--- src/rtl/spi_ram_responder.sv ---
// spi_ram_responder: SPI mode-0 serial-SRAM device model (READ 0x03 / WRITE 0x02, auto-increment) with backdoor port.
// Optional write protect: define SPI_RAM_RESP_WP_EN to add wp_n input and wp_hits counter.
module spi_ram_responder #(
    parameter int ADDR_BITS = 16,
    parameter int MEM_BYTES = 256
) (
    input  logic                 clk,
    input  logic                 rst_n,
    input  logic                 spi_cs_n,
    input  logic                 spi_sclk,
    input  logic                 spi_mosi,
    output logic                 spi_miso,
    input  logic [ADDR_BITS-1:0] dbg_addr,
    input  logic                 dbg_we,
    input  logic [7:0]           dbg_wdata,
    output logic [7:0]           dbg_rdata,
`ifdef SPI_RAM_RESP_WP_EN
    input  logic                 wp_n,
    output logic [7:0]           wp_hits,
`endif
    output logic                 active
);
    localparam int AW = $clog2(MEM_BYTES);
    localparam int CW = $clog2(ADDR_BITS + 1);
    typedef enum logic [2:0] {IDLE, CMD, ADDR, READ, WRITE, IGNORE} state_t;
    state_t         state, state_nx;
    logic           sclk_q, rise, fall;
    logic [CW-1:0]  cnt;
    logic [7:0]     cmd_sr, cmd_nx, tx, rx, rx_nx;
    logic [AW-1:0]  addr_sr, addr_nx, addr;
    logic           cmd_last, addr_last, byte_last, wr_pend, spi_we;
    logic [7:0]     mem [MEM_BYTES];
    logic [ADDR_BITS-AW-1:0] unused_dbg_hi;
    assign rise      = spi_sclk & ~sclk_q;
    assign fall      = ~spi_sclk & sclk_q;
    assign cmd_nx    = {cmd_sr[6:0], spi_mosi};
    assign addr_nx   = {addr_sr[AW-2:0], spi_mosi};
    assign rx_nx     = {rx[6:0], spi_mosi};
    assign byte_last = cnt == CW'(7);
    assign cmd_last  = rise && byte_last;
    assign addr_last = rise && cnt == CW'(ADDR_BITS - 1);
    assign spi_miso  = tx[7];
    assign active    = state != IDLE;
    assign dbg_rdata = mem[dbg_addr[AW-1:0]];
    assign unused_dbg_hi = dbg_addr[ADDR_BITS-1:AW];
    // SCLK edge detection against the previous clk sample
    always_ff @(posedge clk) begin
        sclk_q <= rst_n ? spi_sclk : 1'b0;
    end
    // FSM state register
    always_ff @(posedge clk) begin
        state <= rst_n ? state_nx : IDLE;
    end
    // FSM next state: deselect always returns to IDLE
    always_comb begin
        state_nx = state;
        if (spi_cs_n)
            state_nx = IDLE;
        else
            case (state)
                IDLE:    state_nx = CMD;
                CMD:     if (cmd_last) state_nx = (cmd_nx == 8'h03 || cmd_nx == 8'h02) ? ADDR : IGNORE;
                ADDR:    if (addr_last) state_nx = (cmd_sr == 8'h03) ? READ : WRITE;
                default: state_nx = state;
            endcase
    end
    // Shift registers, bit counter, address pointer and write-commit pulse
    always_ff @(posedge clk) begin
        if (!rst_n) begin
            cnt     <= '0;
            cmd_sr  <= '0;
            addr_sr <= '0;
            addr    <= '0;
            tx      <= '0;
            rx      <= '0;
            wr_pend <= 1'b0;
        end else begin
            wr_pend <= 1'b0;
            if (wr_pend)
                addr <= addr + AW'(1);
            if (spi_cs_n) begin
                cnt     <= '0;
                cmd_sr  <= '0;
                addr_sr <= '0;
                tx      <= '0;
                rx      <= '0;
            end else
                case (state)
                    CMD: if (rise) begin
                        cmd_sr <= cmd_nx;
                        cnt    <= cmd_last ? '0 : cnt + CW'(1);
                    end
                    ADDR: if (rise) begin
                        addr_sr <= addr_nx;
                        cnt     <= addr_last ? '0 : cnt + CW'(1);
                        if (addr_last)
                            addr <= addr_nx;
                    end
                    READ: if (fall) begin
                        tx  <= (cnt == '0) ? mem[addr] : {tx[6:0], 1'b0};
                        cnt <= byte_last ? '0 : cnt + CW'(1);
                        if (byte_last)
                            addr <= addr + AW'(1);
                    end
                    WRITE: if (rise) begin
                        rx      <= rx_nx;
                        cnt     <= byte_last ? '0 : cnt + CW'(1);
                        wr_pend <= byte_last;
                    end
                    default: ;
                endcase
        end
    end
`ifdef SPI_RAM_RESP_WP_EN
    assign spi_we = wr_pend & wp_n;
    // Count bytes dropped by write protect, saturating
    always_ff @(posedge clk) begin
        if (!rst_n)
            wp_hits <= '0;
        else if (wr_pend && !wp_n && wp_hits != 8'hFF)
            wp_hits <= wp_hits + 8'd1;
    end
`else
    assign spi_we = wr_pend;
`endif
    // Backing store: SPI commit is written last so it wins a same-address collision
    always_ff @(posedge clk) begin
        if (dbg_we)
            mem[dbg_addr[AW-1:0]] <= dbg_wdata;
        if (spi_we)
            mem[addr] <= rx;
    end
endmodule
--- config.mk ---
export PLATFORM = sky130hd
export DESIGN_NAME = spi_ram_responder
export DESIGN_NICKNAME = d
export VERILOG_FILES = /design/src/rtl/spi_ram_responder.sv
export SDC_FILE = /design/constraint.sdc
export NUM_CORES = 2
export LEC_CHECK = 0
export CAP_MARGIN = 20
export CORE_MARGIN = 2
export CORE_UTILIZATION = 25
export CTS_BUF_LIST = sky130_fd_sc_hd__clkbuf_16
export DETAILED_ROUTE_END_ITERATION = 6
export PLACE_DENSITY_LB_ADDON = 0.2
export SLEW_MARGIN = 20
export SYNTH_ARGS = -nofsm -noshare
export SYNTH_HDL_FRONTEND = slang
export SYNTH_SLANG_ARGS = --single-unit
--- constraint.sdc ---
create_clock -name clk -period 4.7 [get_ports clk]
set_clock_uncertainty 0.05 [all_clocks]
set_input_delay 1.175 -clock clk [delete_from_list [all_inputs] [get_ports clk]]
set_output_delay 1.175 -clock clk [all_outputs]
set_load 0.02 [all_outputs]
==> impl_metrics.env <==
export IMPL_status="finished with violations"
export IMPL_violations="setup timing"
export IMPL_setup_tns_ns=-7.57
export IMPL_ys_flop_type="edfxtp_1"
export IMPL_switching_share_pct=24.4
export IMPL_yosysSeqAreaShare_pct=50.0
export IMPL_cp_max_fo=16
export IMPL_port_buffers=31
export IMPL_antenna_found_initial=71
export IMPL_die_h_um=711
export IMPL_path_cells="buf_8 > buf_12 > buf_12 > buf_4 > mux4_2 > mux4_2 > a22oi_2 > buf_4 > nand4_1 > a31oi_1 > o211ai_1 > buf_4 > buf_6"
export IMPL_synth_top_area_cell="edfxtp_1"
export IMPL_finalInstanceArea_sq_um=150000
export IMPL_synth_area_sq_um=125000
export IMPL_ys_ff_latch=2097
export IMPL_syn_inst=8040
export IMPL_area_growth_synth_to_final_pct=20.3
export IMPL_placed_area_sq_um=140000
export IMPL_synth_cell_types=69
export IMPL_die_width_um=711
export IMPL_clockBufferDepth=4
export IMPL_dp_hpwl_mm=399
export IMPL_grt_pass1_wl_mm=783
export IMPL_synth_edf_count=2048
export IMPL_critical_path_arrival_ns=4.54
export IMPL_viasPerCell=5.65
export IMPL_first_global_vias=86500
export IMPL_switching_power_mw=11.0
export IMPL_yosysMostFrequentCell="mux2_2"
export IMPL_synth_common_cells="2064 x mux2_2, 2048 x edfxtp_1, 1031 x mux4_2, 752 x clkbuf_1, 262 x nor2_1"
export IMPL_cts_buffers=267
export IMPL_worstMarginPinSlew_ns=1.20
export IMPL_power_density_nw_per_um2=299
export IMPL_start_util_pct=25.1
export IMPL_fp_dieArea_sq_um=506000
export IMPL_ir_drop_uv=260
export IMPL_clock_latency_ns=0.95
export IMPL_clkPwrFrac_pct=45.9
export IMPL_slew_headroom_pct=20.1
export IMPL_cts_root_buf="clkbuf_16"
export IMPL_hold_slack_ns=0.443
export IMPL_routedWlPerCell_um=37.6
export IMPL_grt_max_degree=112
export IMPL_vias=87200
export IMPL_maxCapViolCount=0
export IMPL_rsz0062_at_grt="yes"
export IMPL_cts_tree="built"
export IMPL_async_flop_share_pct=0
export IMPL_cpMaxStageDelayCell="mux4_2"
export IMPL_combPwrFrac_pct=8.4
export IMPL_synth_top_area_share_pct=49.2
export IMPL_cts_sinks=2097
export IMPL_required_ns=3.47
export IMPL_fin_crit_sh_pct=123
export IMPL_drive_gt1_share_pct=55.0
export IMPL_period_needed_ns=5.76
export IMPL_max_freq_mhz=174
export IMPL_critPathMostFrequentCell="buf_4"
export IMPL_postLayoutCoreUtil_pct=30.2
export IMPL_drtIter0Drc=11800
export IMPL_first_pass_iters=6
export IMPL_path_delay_family="buffers and inverters"
export IMPL_setup_violations=8
export IMPL_p_total_mw=45.0
export IMPL_htreeDepth=5
export IMPL_cp_slowest_stage_delay_ns=0.64
export IMPL_synth_fp_nets=8077
export IMPL_cts_hold_buf=0
export IMPL_ys_top_cells_by_area="edfxtp_1 49%, mux2_2 19%, mux4_2 19%"
export IMPL_holdCritPathClass="register to register"
export IMPL_globalRouteOverflowTotal=0
export IMPL_setup_ws_ns=-1.06
export IMPL_power_frac_seq_pct=45.6
export IMPL_maxSlewViolCount=0
export IMPL_hold_viol=0
export IMPL_io_pins=40
export IMPL_endpoint_kind="output port"
export IMPL_fin_nets=8578
export IMPL_drt_total_wl_mm=581
export IMPL_ant_nets=0
export IMPL_clk_pin_slew_ns=0.06
export IMPL_grtUsageTotal_pct=22.2
export IMPL_gp_congestion=0.949
export IMPL_num_rows=259
export IMPL_yosys_warnings=0
export IMPL_synth_avg_cell_area_sq_um=15.5
export IMPL_nFillCells=49300
export IMPL_path_buf_inv=7
export IMPL_start_kind="input port"
export IMPL_core_area_sq_um=498000
export IMPL_power_leakage_nw=47.1
export IMPL_crit_type="input port to output port"
export IMPL_intPower_mw=34.0
export IMPL_drcViolationCount=0
[final timing paths]
kind | start | end | slack [ns] | cells after the start
worst min-delay path | addr_sr[6]$_SDFFE_PP0P_ | addr_sr[6]$_SDFFE_PP0P_ | 0.44 | 2
worst max register to register | addr[0]$_SDFF_PN0_ | tx[6]$_SDFFE_PP0P_ | 0.16 | 10
worst max-delay path | dbg_addr[1] | dbg_rdata[3] | -1.06 | 13
worst min register to register | addr_sr[6]$_SDFFE_PP0P_ | addr_sr[6]$_SDFFE_PP0P_ | 0.44 | 2
[power groups by stage]
| stage | clock network (mW) | registers, mW | logic (mW) |
|---|---|---|---|
| after floorplan | 0 | 20.9 | 1.98 |
| after global placement | 0 | 20.9 | 3.48 |
| after detailed placement | 0 | 20.9 | 3.52 |
| after CTS | 21.0 | 20.5 | 3.74 |
| after global routing | 21.7 | 20.5 | 3.91 |
| final | 20.7 | 20.5 | 3.80 |
[final cells by class]
class | count | area (sq um) | area share [%]
multi-input cells | 4970 | 59300 | 39.4
flip-flops and latches | 2097 | 62500 | 41.6
clock inverters | 200 | 1530 | 1.02
repair buffers | 1198 | 11700 | 7.76
clock buffers | 277 | 6930 | 4.61
inverters | 7 | 26.3 | 0.0175
diodes | 41 | 103 | 0.0682
well taps | 6655 | 8330 | 5.54
[routing by layer]
| layer | vias up | share of wire, % | GRT usage [%] |
|---|---|---|---|
| li1 | 34200 | - | - |
| met1 | 47300 | 41 | 29.7 |
| met2 | 4851 | 46 | 34.8 |
| met3 | 927 | 8.8 | 4.85 |
| met4 | 15 | 4.7 | 9.26 |
| met5 | - | 0.020 | 0 |
[cell families after synthesis]
logic type | after synthesis | share of synthesized area [%]
mux | 3345 | 39.2
flops | 2097 | 50.0
buf+inv | 973 | 3.29
compound gates | 825 | 4.44
simple gates | 781 | 2.97
xor+xnor | 12 | 0.0841
fa+ha+maj | 7 | 0.0701
[worst reg2reg max path: cells and delay by family, from the launching register on]
family | cells | cell delay [ns]
buffers and inverters | 3 | 0.77
muxes | 1 | 0.13
AOI/OAI and AO/OA | 6 | 2.61
DFF | 1 | 0.94
[flip-flops by register name (all words and copies together), names as in the netlist]
name,cells
addr,8
sclk_q,1
tx,8
spi_we,1
rx,8
mem,2048
cmd_sr,8
cnt,5
addr_sr,7
state,3
[cell usage in the layout (no fill, tap or decap), types with 41 or more instances in the layout]
master	instances
mux2_2	2064
edfxtp_1	2048
mux4_2	1031
buf_4	956
clkbuf_16	277
nor2_1	255
mux2i_1	249
o22ai_1	205
a22oi_1	196
buf_12	164
nand2_1	163
o21ai_0	124
nand3_1	90
a21oi_1	88
inv_1	67
a22o_1	51
clkinv_2	45
clkinv_1	44
diode_2	41
[through the flow]
| step | instances | worst slack [ns] |
|---|---|---|
| 2_1_floorplan | 8040 | 0.000695 |
| 3_3_place_gp | 14800 | -2.09 |
| 3_5_place_dp | 14800 | -2.07 |
| 4_1_cts | 15400 | -0.990 |
| 5_1_grt | 15400 | -1.05 |
| 6_report | 15400 | -1.06 |
[repair_timing]
action | in CTS | in global routing
setup buffers | 68 | 12
hold endpoints to repair | 0 | 0
endpoints found under the setup margin | 8 | 8
gates cloned | 9 | 0
resized for setup | 181 | 7
pin swaps | 42 | 8
(Power assumes the default switching activity.)
